<file path="config.mk">
export PLATFORM = sky130hd
export DESIGN_NAME = ps2_mouse_host_ctrl
export DESIGN_NICKNAME = d
export VERILOG_FILES = /design/src/rtl/ps2_mouse_host_ctrl.sv
export SDC_FILE = /design/constraint.sdc
export NUM_CORES = 1
export LEC_CHECK = 0
export BUFFER_PORTS_ARGS = -buffer_cell sky130_fd_sc_hd__buf_2
export CAP_MARGIN = 40
export CORE_AREA = 2 2 115 117
export CTS_CLUSTER_DIAMETER = 100
export DETAILED_ROUTE_END_ITERATION = 10
export DIE_AREA = 0 0 117 119
export SETUP_SLACK_MARGIN = 0.02
export SYNTH_ARGS = -nofsm -noshare
export SYNTH_HDL_FRONTEND = slang
export SYNTH_SLANG_ARGS = --single-unit
</file>
<file path="constraint.sdc">
create_clock -name qzt_clk -period 8.02 [get_ports qzt_clk]
set_input_delay 0.401 -clock qzt_clk [delete_from_list [all_inputs] [get_ports qzt_clk]]
set_output_delay 0.401 -clock qzt_clk [all_outputs]
set_load 0.01 [all_outputs]
</file>
<file path="src/rtl/ps2_mouse_host_ctrl.sv">
// Host-side PS/2 mouse sequencer: runs the reset/enable init handshake, then assembles
// 3-byte stream packets into button/dx/dy words.
module ps2_mouse_host_ctrl #(
    parameter int unsigned TIMEOUT_CYC = 1_000_000,
    parameter int unsigned MAX_RETRY   = 3
) (
    input  logic        qzt_clk,
    input  logic        reset,
    input  logic        enable,
    input  logic [10:0] rx_frame,
    input  logic        rx_done,
    input  logic        rx_err,
    output logic [7:0]  tx_byte,
    output logic        tx_start,
    input  logic        tx_done,
    input  logic        tx_err,
    output logic        pkt_valid,
    output logic [2:0]  pkt_btn,
    output logic [8:0]  pkt_dx,
    output logic [8:0]  pkt_dy,
    output logic [1:0]  pkt_ovf,
    output logic        ready,
    output logic        fail
);

    localparam int unsigned RetryW = (MAX_RETRY > 1) ? $clog2(MAX_RETRY) : 1;

    typedef enum logic [3:0] {
        StIdle, StSendRst, StWaitAck1, StWaitBat, StWaitId,
        StSendEn, StWaitAck2, StStream, StFail
    } state_e;

    state_e              state_q, state_d, wait_next;
    logic [RetryW-1:0]   retry_q, retry_d;
    logic [1:0]          idx_q, idx_d;
    logic [31:0]         timer_q, timer_d;
    logic [7:0]          byte0_q, byte0_d, byte1_q, byte1_d;
    logic [7:0]          tx_byte_q, tx_byte_d, exp_byte, rx_byte;
    logic                tx_start_q, tx_start_d, pkt_valid_q, pkt_valid_d;
    logic [2:0]          pkt_btn_q, pkt_btn_d;
    logic [8:0]          pkt_dx_q, pkt_dx_d, pkt_dy_q, pkt_dy_d;
    logic [1:0]          pkt_ovf_q, pkt_ovf_d;
    logic                frame_ok, rx_good, rx_bad, expire, enter, init_fail;

    // Data bits arrive LSB first, so bit i sits at frame position 9-i.
    always_comb begin
        rx_byte = '0;
        for (int i = 0; i < 8; i++) rx_byte[i] = rx_frame[9 - i];
    end

    assign frame_ok = !rx_frame[10] && rx_frame[0] && (^{rx_byte, rx_frame[1]});
    assign rx_good  = rx_done && frame_ok;
    assign rx_bad   = rx_err || (rx_done && !frame_ok);
    // A byte arriving on the expiry cycle wins over the timeout.
    assign expire   = !rx_done && (timer_q == TIMEOUT_CYC - 1);

    always_comb begin
        state_d     = state_q;
        retry_d     = retry_q;
        idx_d       = idx_q;
        byte0_d     = byte0_q;
        byte1_d     = byte1_q;
        tx_byte_d   = tx_byte_q;
        tx_start_d  = 1'b0;
        pkt_valid_d = 1'b0;
        pkt_btn_d   = pkt_btn_q;
        pkt_dx_d    = pkt_dx_q;
        pkt_dy_d    = pkt_dy_q;
        pkt_ovf_d   = pkt_ovf_q;
        enter       = 1'b0;
        init_fail   = 1'b0;
        exp_byte    = 8'hFA;
        wait_next   = StWaitBat;

        case (state_q)
            StWaitBat:  begin exp_byte = 8'hAA; wait_next = StWaitId; end
            StWaitId:   begin exp_byte = 8'h00; wait_next = StSendEn; end
            StWaitAck2: begin exp_byte = 8'hFA; wait_next = StStream; end
            default:    ;
        endcase

        if (!enable && state_q != StFail) begin
            state_d = StIdle;
            enter   = (state_q != StIdle);
            retry_d = '0;
        end else begin
            case (state_q)
                StIdle: begin
                    state_d = StSendRst;
                    enter   = 1'b1;
                end
                StSendRst, StSendEn: begin
                    if (tx_err || rx_bad || rx_good || expire) begin
                        init_fail = 1'b1;
                    end else if (tx_done) begin
                        state_d = (state_q == StSendRst) ? StWaitAck1 : StWaitAck2;
                        enter   = 1'b1;
                    end
                end
                StWaitAck1, StWaitBat, StWaitId, StWaitAck2: begin
                    if (rx_bad || expire || (rx_good && rx_byte != exp_byte)) begin
                        init_fail = 1'b1;
                    end else if (rx_good) begin
                        state_d = wait_next;
                        enter   = 1'b1;
                    end
                end
                StStream: begin
                    if (rx_bad) begin
                        idx_d = '0;
                    end else if (rx_good) begin
                        if (rx_byte == 8'hAA) begin
                            state_d = StWaitId;
                            enter   = 1'b1;
                        end else begin
                            case (idx_q)
                                2'd0: if (rx_byte[3]) begin
                                    byte0_d = rx_byte;
                                    idx_d   = 2'd1;
                                end
                                2'd1: begin
                                    byte1_d = rx_byte;
                                    idx_d   = 2'd2;
                                end
                                default: begin
                                    pkt_valid_d = 1'b1;
                                    pkt_btn_d   = byte0_q[2:0];
                                    pkt_dx_d    = {byte0_q[4], byte1_q};
                                    pkt_dy_d    = {byte0_q[5], rx_byte};
                                    pkt_ovf_d   = byte0_q[7:6];
                                    idx_d       = 2'd0;
                                end
                            endcase
                        end
                    end else if (expire) begin
                        idx_d = '0;
                    end
                end
                default: ;
            endcase

            if (init_fail) begin
                enter = 1'b1;
                if (retry_q == RetryW'(MAX_RETRY - 1)) begin
                    state_d = StFail;
                end else begin
                    retry_d = retry_q + 1'b1;
                    state_d = StSendRst;
                end
            end
        end

        if (state_d != StStream) idx_d = '0;

        if (enter && state_d == StSendRst) begin
            tx_start_d = 1'b1;
            tx_byte_d  = 8'hFF;
        end else if (enter && state_d == StSendEn) begin
            tx_start_d = 1'b1;
            tx_byte_d  = 8'hF4;
        end

        timer_d = (enter || rx_done || expire) ? '0 : timer_q + 32'd1;
    end

    always_ff @(posedge qzt_clk) begin
        if (reset) begin
            state_q     <= StIdle;
            retry_q     <= '0;
            idx_q       <= '0;
            timer_q     <= '0;
            byte0_q     <= '0;
            byte1_q     <= '0;
            tx_byte_q   <= '0;
            tx_start_q  <= 1'b0;
            pkt_valid_q <= 1'b0;
            pkt_btn_q   <= '0;
            pkt_dx_q    <= '0;
            pkt_dy_q    <= '0;
            pkt_ovf_q   <= '0;
        end else begin
            state_q     <= state_d;
            retry_q     <= retry_d;
            idx_q       <= idx_d;
            timer_q     <= timer_d;
            byte0_q     <= byte0_d;
            byte1_q     <= byte1_d;
            tx_byte_q   <= tx_byte_d;
            tx_start_q  <= tx_start_d;
            pkt_valid_q <= pkt_valid_d;
            pkt_btn_q   <= pkt_btn_d;
            pkt_dx_q    <= pkt_dx_d;
            pkt_dy_q    <= pkt_dy_d;
            pkt_ovf_q   <= pkt_ovf_d;
        end
    end

    assign tx_byte   = tx_byte_q;
    assign tx_start  = tx_start_q;
    assign pkt_valid = pkt_valid_q;
    assign pkt_btn   = pkt_btn_q;
    assign pkt_dx    = pkt_dx_q;
    assign pkt_dy    = pkt_dy_q;
    assign pkt_ovf   = pkt_ovf_q;
    assign ready     = (state_q == StStream);
    assign fail      = (state_q == StFail);

endmodule

</file>
==> flow_metrics.tcl, run 1 <==
set metrics [dict create \
    status "completed" \
    vias_per_cell 4.74 \
    die_x_um 117 \
    cp_common_cell "or4_4" \
    finClkSkew_ps 6.88 \
    cts_setup_buffers 0 \
    fmax_ghz 0.281 \
    cp-end-kind "register" \
    tightestPinTransition_ps 833 \
    slowest_stage "or4_4" \
    slew_headroom 0.443 \
    first_pass_iters 5 \
    synth-xor-area-share 0.0946 \
    seq_area_um2 1640 \
    ant_nets 0 \
    fin_crit_ps 3560 \
    clk_latency_ps 330 \
    area_growth_pct 19.8 \
    grt.total_usage 0.128 \
    cp_data_required_time_ps 8270 \
    tns_ps 0 \
    syn_area_um2 3720 \
    setup_viol 0 \
    dr_total_vias 3161 \
    grt_max_degree 45 \
    pwr-share-clk 0.490 \
    place.gp.congestion 0.807 \
    crit_start "state_q[2]$_SDFF_PP0_" \
    leakage_nw 1.68 \
    nFillCells 1308 \
    async_flop_share 0 \
    crit_end "tx_byte[3]$_SDFFE_PP0P_" \
    synth_compound_area_frac 0.0902 \
    multi_input_area_um2 1930 \
    ys.flop_type "dfxtp_1" \
    drv_slew 0 \
    yosysWarnings 0 \
    maxCapViolCount 0 \
    worstPathArrival_ps 3810 \
    grt_pass1_vias 3054 \
    hp-class "input pin to register" \
    holdWs_ps 378 \
    layout-drive-gt1-share 0.169 \
    core_region_area_um2 12900 \
    rsz0062_at_grt "false" \
    cts_tree "done" \
    start_util 0.289 \
    die_area_um2 13900 \
    diodes 0 \
    clockBufferDepth 2 \
    syn-num-nets 463 \
    powerDensity_nw_per_um2 208 \
    postCtsResizedCells 0 \
    chipHeight_um 119 \
    worstRegToRegCells 9 \
    antenna_found_initial 0 \
    row_count 42 \
    hold_violations 0 \
    r2r-start "state_q[2]$_SDFF_PP0_" \
    root_buffer "clkbuf_16" \
    synth_seq_area_share 0.442 \
    syn_inst 443 \
    postSynthAreaPerCell_um2 8.39 \
    p_comb_frac 0.063 \
    synth_edf_count 0 \
    switching_power_uw 212 \
    p_int_uw 712 \
    ys_ff_latch 82 \
    fin_crit_sh 0.444 \
    dp_hpwl_um 6040 \
    first_iter_violations 182 \
    worstPathCellList "or3b_1 > a21oi_1 > mux2_2 > or4_4 > o2111ai_2 > a2111oi_0 > a211o_1 > or4_4 > a221oi_2" \
    synth_top_family_by_area "simple AND/OR/NAND/NOR gates" \
    ff2ff_setup_slack_ps 4460 \
    io_pins 53 \
    cts.sinks 82 \
    wl_per_cell_um 12.7 \
    cp_slowest_stage_delay_ps 570 \
    synth-simple-area-share 0.277 \
    synth_mux_area_frac 0.0502 \
    crit_type "register to register" \
    fin_nets 506 \
    synth.distinct_cells 49 \
    cp_max_fo 13 \
    ir_drop_uv 90.8 \
    overflow 0 \
    path_clk_slew_ps 70 \
    numCtsBuffers 9 \
    reg2reg_to "tx_byte[3]$_SDFFE_PP0P_" \
    grt_pass1_wl_um 14100 \
    cp-start-kind "register" \
    drt_wl_total_um 8480 \
    cts-hold-fix-buffers 0 \
    power_frac_seq 0.447 \
    cts_max_level 3 \
    switching_share 0.230 \
    drc_errors 0 \
    port_buffers 52 \
    synth_fa_ha_area_frac 0.00673 \
]
==> synth_stat cells, types with 4 or more instances <==
| cell | n | area (µm²) |
|---|---|---|
| a21oi_1 | 33 | 165 |
| nor3_1 | 10 | 50.1 |
| nand2_1 | 66 | 248 |
| clkbuf_1 | 18 | 67.6 |
| nor4b_1 | 4 | 35.0 |
| xnor2_1 | 18 | 158 |
| nand4_1 | 8 | 50.1 |
| nor2_1 | 72 | 270 |
| xor2_1 | 17 | 149 |
| nand3_1 | 14 | 70.1 |
| and2_1 | 4 | 25.0 |
| buf_4 | 6 | 45.0 |
| dfxtp_1 | 82 | 1640 |
| inv_1 | 9 | 33.8 |
| and3_1 | 7 | 43.8 |
| nor4_1 | 8 | 50.1 |
| mux2i_1 | 16 | 160 |
| nor2b_1 | 4 | 25.0 |
==> flip-flops by register name (all words and copies together), names as in the netlist, 3 cells and up <==
| name | cells |
|---|---|
| byte0_q | 7 |
| pkt_btn | 3 |
| timer_q | 32 |
| pkt_dx | 9 |
| pkt_dy | 9 |
| byte1_q | 8 |
| state_q | 4 |
==> power groups by stage <==
stage	Clock (mW)	Sequential [mW]	Combinational (mW)
after floorplan	0	0.422	0.0407
after global placement	0	0.422	0.0570
after detailed placement	0	0.422	0.0580
after CTS	0.467	0.413	0.0585
after global routing	0.481	0.413	0.0651
final	0.453	0.413	0.0582
==> final cells by class <==
type | count | share of cell area
Clock buffer | 9 | 0.0506
Clock inverter | 7 | 0.0236
Inverter | 9 | 0.00759
Multi-Input combinational cell | 328 | 0.433
Sequential cell | 82 | 0.369
Tap cell | 176 | 0.0495
Timing Repair Buffer | 56 | 0.0669
==> metrics by stage <==
step	setup WS [ps]	instance area, µm²	instances	utilization	power, mW
after global routing	4290	4450	667	0.346	0.960
after detailed placement	4490	4120	651	0.320	0.480
after global placement	4400	4100	649	0.318	0.479
after floorplan	4860	3720	443	-	0.462
final	4460	4450	667	0.346	0.924
after CTS	4500	4450	667	0.346	0.939
==> logic make-up (layout without fill, tap and decap cells) <==
logic type	Yosys count	in the layout
simple gates	217	217
flops	82	82
compound gates	54	54
xor+xnor	37	37
buf+inv	33	81
mux	18	18
fa+ha+maj	2	2
==> layout by cell type, fill, tap and decap left out, types with 3 or more instances in the layout <==
master      n
a21oi_1    33
and2_1      4
and3_1      7
buf_2      52
buf_4       3
clkbuf_16   9
dfxtp_1    82
inv_1       9
inv_6       3
mux2i_1    16
nand2_1    66
nand2b_1    3
nand3_1    14
nand3b_1    3
nand4_1     8
nor2_1     72
nor2b_1     4
nor3_1     10
nor4_1      8
nor4b_1     4
o21ai_0     3
xnor2_1    18
xor2_1     17
==> worst max-delay path, delay by kind of cell, from the launching register on <==
family / cells / cell delay, ps
AOI/OAI and AO/OA: 5 / 1030
DFF: 1 / 550
muxes: 1 / 390
and+or+nand+nor: 3 / 1510
==> worst min path at each step <==
stage,end,slack [ps],cells after the start,from
2_1_floorplan,timer_q[0]$_SDFF_PP0_,430,1,timer_q[0]$_SDFF_PP0_
3_3_place_gp,pkt_dy[6]$_SDFFE_PP0P_,440,2,pkt_dy[6]$_SDFFE_PP0P_
3_5_place_dp,pkt_dx[4]$_SDFFE_PP0P_,440,2,pkt_dx[4]$_SDFFE_PP0P_
4_1_cts,pkt_dy[6]$_SDFFE_PP0P_,360,3,rx_frame[3]
5_1_grt,pkt_dy[6]$_SDFFE_PP0P_,390,3,rx_frame[3]
6_report,pkt_dy[6]$_SDFFE_PP0P_,380,3,rx_frame[3]
==> metal layers <==
layer	track usage	wire, µm	up-vias	share of wire
met5	0	0	-	0
met4	0.0596	205	0	0.024
met3	0.0331	456	16	0.054
met2	0.209	3880	100	0.46
met1	0.155	3940	1456	0.46
li1	-	-	1589	-
(Power assumes the default switching activity.)
==> run 2, diff against run 1 <==
- ABC_AREA: default -> 1
- CORE_AREA: 2 2 115 117 -> 2 2 121 123
- DIE_AREA: 0 0 117 119 -> 0 0 123 125
- clock period: 8.02 -> 3.3 ns (I/O delays scaled with it)
==> flow_metrics.tcl, run 2 <==
set metrics [dict create \
    grt_pass1_vias 3462 \
    drc_errors 0 \
    yosysTopAreaCell "dfxtp_1" \
    synth_area_leaders "dfxtp_1 40%, nor2_1 9.4%, nand2_1 8.7%" \
    die_area_um2 15400 \
    tns_ps 0 \
    area_growth_pct 17.2 \
    path_clk_slew_ps 70 \
    status "completed" \
    utilization 0.340 \
    fmax_ghz 0.389 \
    totalPowerFinal_mw 2.25 \
    grt_pass1_wl_um 15900 \
    vias_per_cell 4.51 \
    hold_violations 0 \
    powerDensity_nw_per_um2 465 \
    ys.flop_type "dfxtp_1" \
    leakage_nw 2.09 \
    ys_top_cells_by_count "103 x nor2_1, 95 x nand2_1, 82 x dfxtp_1" \
    port_buffers 52 \
    ys_ff_latch 82 \
    synth_seq_area_share 0.398 \
    core_region_area_um2 14200 \
    clk_latency_ps 340 \
    layout-drive-gt1-share 0.188 \
    setup_viol 0 \
    cp_slowest_stage_delay_ps 370 \
    clockBufferDepth 2 \
    grt.total_usage 0.129 \
    cp_data_required_time_ps 3570 \
    grt_max_degree 33 \
    final_common_cell "nor2_1" \
    syn-num-nets 590 \
    crit_type "register to register" \
    fin_crit_ps 2570 \
    hp-class "input pin to register" \
    async_flop_share 0 \
    worst-path-buf-inv 1 \
    slew_headroom 0.514 \
    cts_tree "done" \
    synth_most_common_cell "nor2_1" \
    cts_max_level 3 \
    overflow 0 \
    start_util 0.290 \
    yosysWarnings 0 \
    cts_setup_buffers 0 \
    dr_total_vias 3632 \
    row_count 44 \
    first_pass_iters 4 \
    drv_slew 0 \
    ir_drop_uv 246 \
    root_buffer "clkbuf_16" \
    cp_common_cell "nand3_1" \
    synth.distinct_cells 38 \
    tightestPinTransition_ps 727 \
    fin_crit_sh 0.780 \
    diodes 0 \
    io_pins 53 \
    largest_reg_flops 32 \
    cts.sinks 82 \
    mostFrequentLayoutCells "103 x nor2_1, 95 x nand2_1, 82 x dfxtp_1" \
    cts-hold-fix-buffers 0 \
    synth_top_area_frac 0.398 \
    place.gp.congestion 0.842 \
    chipHeight_um 125 \
    synth_edf_count 0 \
    rsz0062_at_grt "false" \
    cp_max_fo 32 \
    syn_area_um2 4120 \
    numCtsBuffers 9 \
    critPathTopFamily "simple AND/OR/NAND/NOR gates" \
    cp-start-kind "register" \
    drt_wl_total_um 9340 \
    wl_per_cell_um 11.6 \
    dp_hpwl_um 6870 \
    worstPathArrival_ps 2840 \
    worstPathCellList "ha_1 > nand2_2 > nor2_4 > nand3_1 > nor3_1 > nand3_2 > nand3_1 > nor2_1 > nand3_1 > nand2_1 > o21bai_4 > nand4_4 > buf_4 > nor3b_1" \
    fin_nets 637 \
    syn_inst 570 \
    first_iter_violations 217 \
    regMostFlops "timer_q" \
    ant_nets 0 \
    slowest_stage "dfxtp_1" \
    postCtsResizedCells 0 \
    maxCapViolCount 0 \
    postSynthAreaPerCell_um2 7.23 \
    finClkSkew_ps 9.61 \
    die_x_um 123 \
    cp-end-kind "register" \
    antenna_found_initial 0 \
]
run 2: cell type report:
cell class	count	area [µm²]
multi-input cells	402	2110
inverters	65	244
repair buffers	57	298
fillers	1545	9370
clock inverters	7	81.3
flip-flops and latches	82	1640
well taps	184	230
clock buffers	9	225
run 2: per-layer routing:
layer / vias to the layer above / wire, µm / track usage
li1: 1949 / - / -
met1: 1614 / 4700 / 0.171
met2: 60 / 4180 / 0.202
met3: 9 / 363 / 0.0360
met4: 0 / 99 / 0.0408
met5: - / 0 / 0
run 2: worst paths after layout:
| check | cells past startpoint | slack [ps] | endpoint | start |
|---|---|---|---|---|
| setup reg to reg | 14 | 730 | timer_q[2]$_SDFF_PP0_ | timer_q[0]$_SDFF_PP0_ |
| setup / recovery | 14 | 730 | timer_q[2]$_SDFF_PP0_ | timer_q[0]$_SDFF_PP0_ |
| hold / removal | 3 | 130 | pkt_dy[2]$_SDFFE_PP0P_ | rx_frame[7] |
| hold reg to reg | 1 | 450 | timer_q[0]$_SDFF_PP0_ | timer_q[0]$_SDFF_PP0_ |
run 2: cells by family after synthesis:
family,after synthesis,synth area share
multiplexers,1,0.00243
flip-flops,82,0.398
AO/OA/AOI/OAI,81,0.107
AND/OR/NAND/NOR,302,0.362
adder cells (fa/ha/maj),2,0.00607
buffers and inverters,86,0.0893
XOR/XNOR,16,0.0340
run 2: worst register-to-register path: cells and delay by family, from the launching register on:
kind	cells	cell delay, ps
buf+inv	1	270
flops	1	370
compound gates	1	170
fa+ha+maj	1	190
simple gates	11	1500
run 2: metrics by stage:
step	area, µm²	cells	hold slack (ps)	setup slack (ps)
after floorplan	4120	570	326	1170
after global placement	4520	790	445	781
after detailed placement	4520	790	447	709
after CTS	4830	806	112	703
after global routing	4830	806	148	473
final	4830	806	132	726
run 2: power by group:
group / switching, mW / total, mW / internal [mW]
combinational: 0.132 / 0.198 / 0.0658
sequential: 0.00986 / 1.01 / 0.999
clock: 0.442 / 1.04 / 0.598
total: 0.584 / 2.25 / 1.66
==> run 3, diff against run 2 <==
- clock period: 3.3 -> 2.45 ns (I/O delays scaled with it)
==> flow_metrics.tcl, run 3 (synthesis gave the netlist of run 2 again) <==
set metrics [dict create \
    first_iter_violations 222 \
    totalPowerFinal_mw 2.99 \
    leakage_nw 2.18 \
    largest_reg_flops 32 \
    ff2ff_setup_slack_ps 150 \
    dr_total_vias 3700 \
    reg2reg_to "timer_q[28]$_SDFF_PP0_" \
    worstRegToRegCells 15 \
    cts.sinks 82 \
    slew_headroom 0.629 \
    drc_errors 0 \
    maxCapViolCount 0 \
    status "completed" \
    tightestPinTransition_ps 555 \
    grt_max_degree 32 \
    slowest_stage "dfxtp_2" \
    place.gp.congestion 0.816 \
    hp-class "input pin to register" \
    fmax_ghz 0.434 \
    fin_crit_sh 0.940 \
    numCtsBuffers 9 \
    clk_latency_ps 350 \
    cts_tree "done" \
    cp-end-kind "register" \
    root_buffer "clkbuf_16" \
    crit_type "register to register" \
    io_pins 53 \
    drv_slew 0 \
    multi_input_area_um2 2210 \
    worstPathCellList "ha_2 > nand2_2 > nor2_4 > nand2_4 > nor2_4 > nand2_2 > nor2_4 > nand3_4 > nor2_4 > nand4_4 > nor3_4 > nand2_2 > nor2_4 > a21oi_1 > nor3_1" \
    die_area_um2 15400 \
    grt_pass1_vias 3515 \
    cts_max_level 3 \
    die_x_um 123 \
    drt_wl_total_um 9680 \
    cp_max_fo 4 \
    finClkSkew_ps 9.18 \
    ant_nets 0 \
    row_count 44 \
    pre_cts_slack_ps 41.7 \
    cts-hold-fix-buffers 0 \
    utilization 0.355 \
    area_growth_pct 22.2 \
    clockBufferDepth 2 \
    fin_nets 648 \
    regMostFlops "timer_q" \
    layout-drive-gt1-share 0.237 \
    mostFrequentLayoutCells "97 x nor2_1, 92 x nand2_1, 75 x dfxtp_1" \
    hold_violations 0 \
    holdWs_ps 71.2 \
    cp-start-kind "register" \
    start_util 0.290 \
    diodes 0 \
    path_clk_slew_ps 70 \
    fin_crit_ps 2300 \
    first_pass_iters 4 \
    ir_drop_uv 342 \
    fin_ws_ps 146 \
    cp_data_required_time_ps 2720 \
    crit_start "timer_q[1]$_SDFF_PP0_" \
    grt_pass1_wl_um 16000 \
    vias_per_cell 4.53 \
    grt.total_usage 0.130 \
    seq_area_um2 1650 \
    chipHeight_um 125 \
    rsz0062_at_grt "true" \
    worstPathArrival_ps 2580 \
    antenna_found_initial 0 \
    dp_hpwl_um 6890 \
    powerDensity_nw_per_um2 594 \
    nFillCells 1548 \
    final_common_cell "nor2_1" \
    r2r-start "timer_q[1]$_SDFF_PP0_" \
    port_buffers 52 \
    crit_end "timer_q[28]$_SDFF_PP0_" \
    cp_slowest_stage_delay_ps 340 \
    setup_viol 0 \
    cp_common_cell "nor2_4" \
    overflow 0 \
    wl_per_cell_um 11.9 \
    core_region_area_um2 14200 \
]
[run 3: critical path: cells and delay by family (launching register included)]
family,cells,cell delay (ps)
flip-flops,1,340
AO/OA/AOI/OAI,1,70
AND/OR/NAND/NOR,13,1630
adder cells (fa/ha/maj),1,180
[run 3: timing repair]
item / CTS / global route
endpoints found under the setup margin: 0 / 43
setup buffers: 0 / 2
resized for setup: 0 / 31
[run 3: power by group]
part	total (mW)	switching (mW)	internal, mW
Clock	1.35	0.633	0.719
Sequential	1.36	0.0135	1.35
Combinational	0.282	0.184	0.0978
Total	2.99	0.830	2.16
[run 3: metal layers]
layer  wire [µm]  GRT usage  up-vias
met5           0          0        -
met4         128     0.0394        0
met3         474     0.0401       11
met2        4450      0.204       62
met1        4630      0.171     1657
li1            -          -     1970
[run 3: worst min-delay path by stage]
stage,slack (ps),start,cells past startpoint,endpoint
floorplan,280,rx_frame[9],2,pkt_dy[0]$_SDFFE_PP0P_
global placement,420,rx_frame[9],3,byte0_q[0]$_SDFFE_PP0P_
detailed placement,430,rx_frame[9],3,pkt_dy[0]$_SDFFE_PP0P_
CTS,60,rx_frame[9],3,byte0_q[0]$_SDFFE_PP0P_
global route,110,rx_frame[7],3,pkt_dy[2]$_SDFFE_PP0P_
finish,70,rx_frame[9],3,pkt_dy[0]$_SDFFE_PP0P_
[run 3: final cells by class]
type | instances | area share
Timing Repair Buffer | 68 | 0.0812
Multi-Input combinational cell | 402 | 0.439
Inverter | 65 | 0.0484
Clock inverter | 7 | 0.0137
Clock buffer | 9 | 0.0447
Sequential cell | 82 | 0.328
Tap cell | 184 | 0.0457
[run 3: through the flow]
stage | std cells | TNS (ps) | cell area, µm²
floorplan | 570 | 0 | 4120
global placement | 799 | 0 | 4620
detailed placement | 799 | 0 | 4620
CTS | 815 | 0 | 4910
global route | 817 | -71.9 | 5040
finish | 817 | 0 | 5040
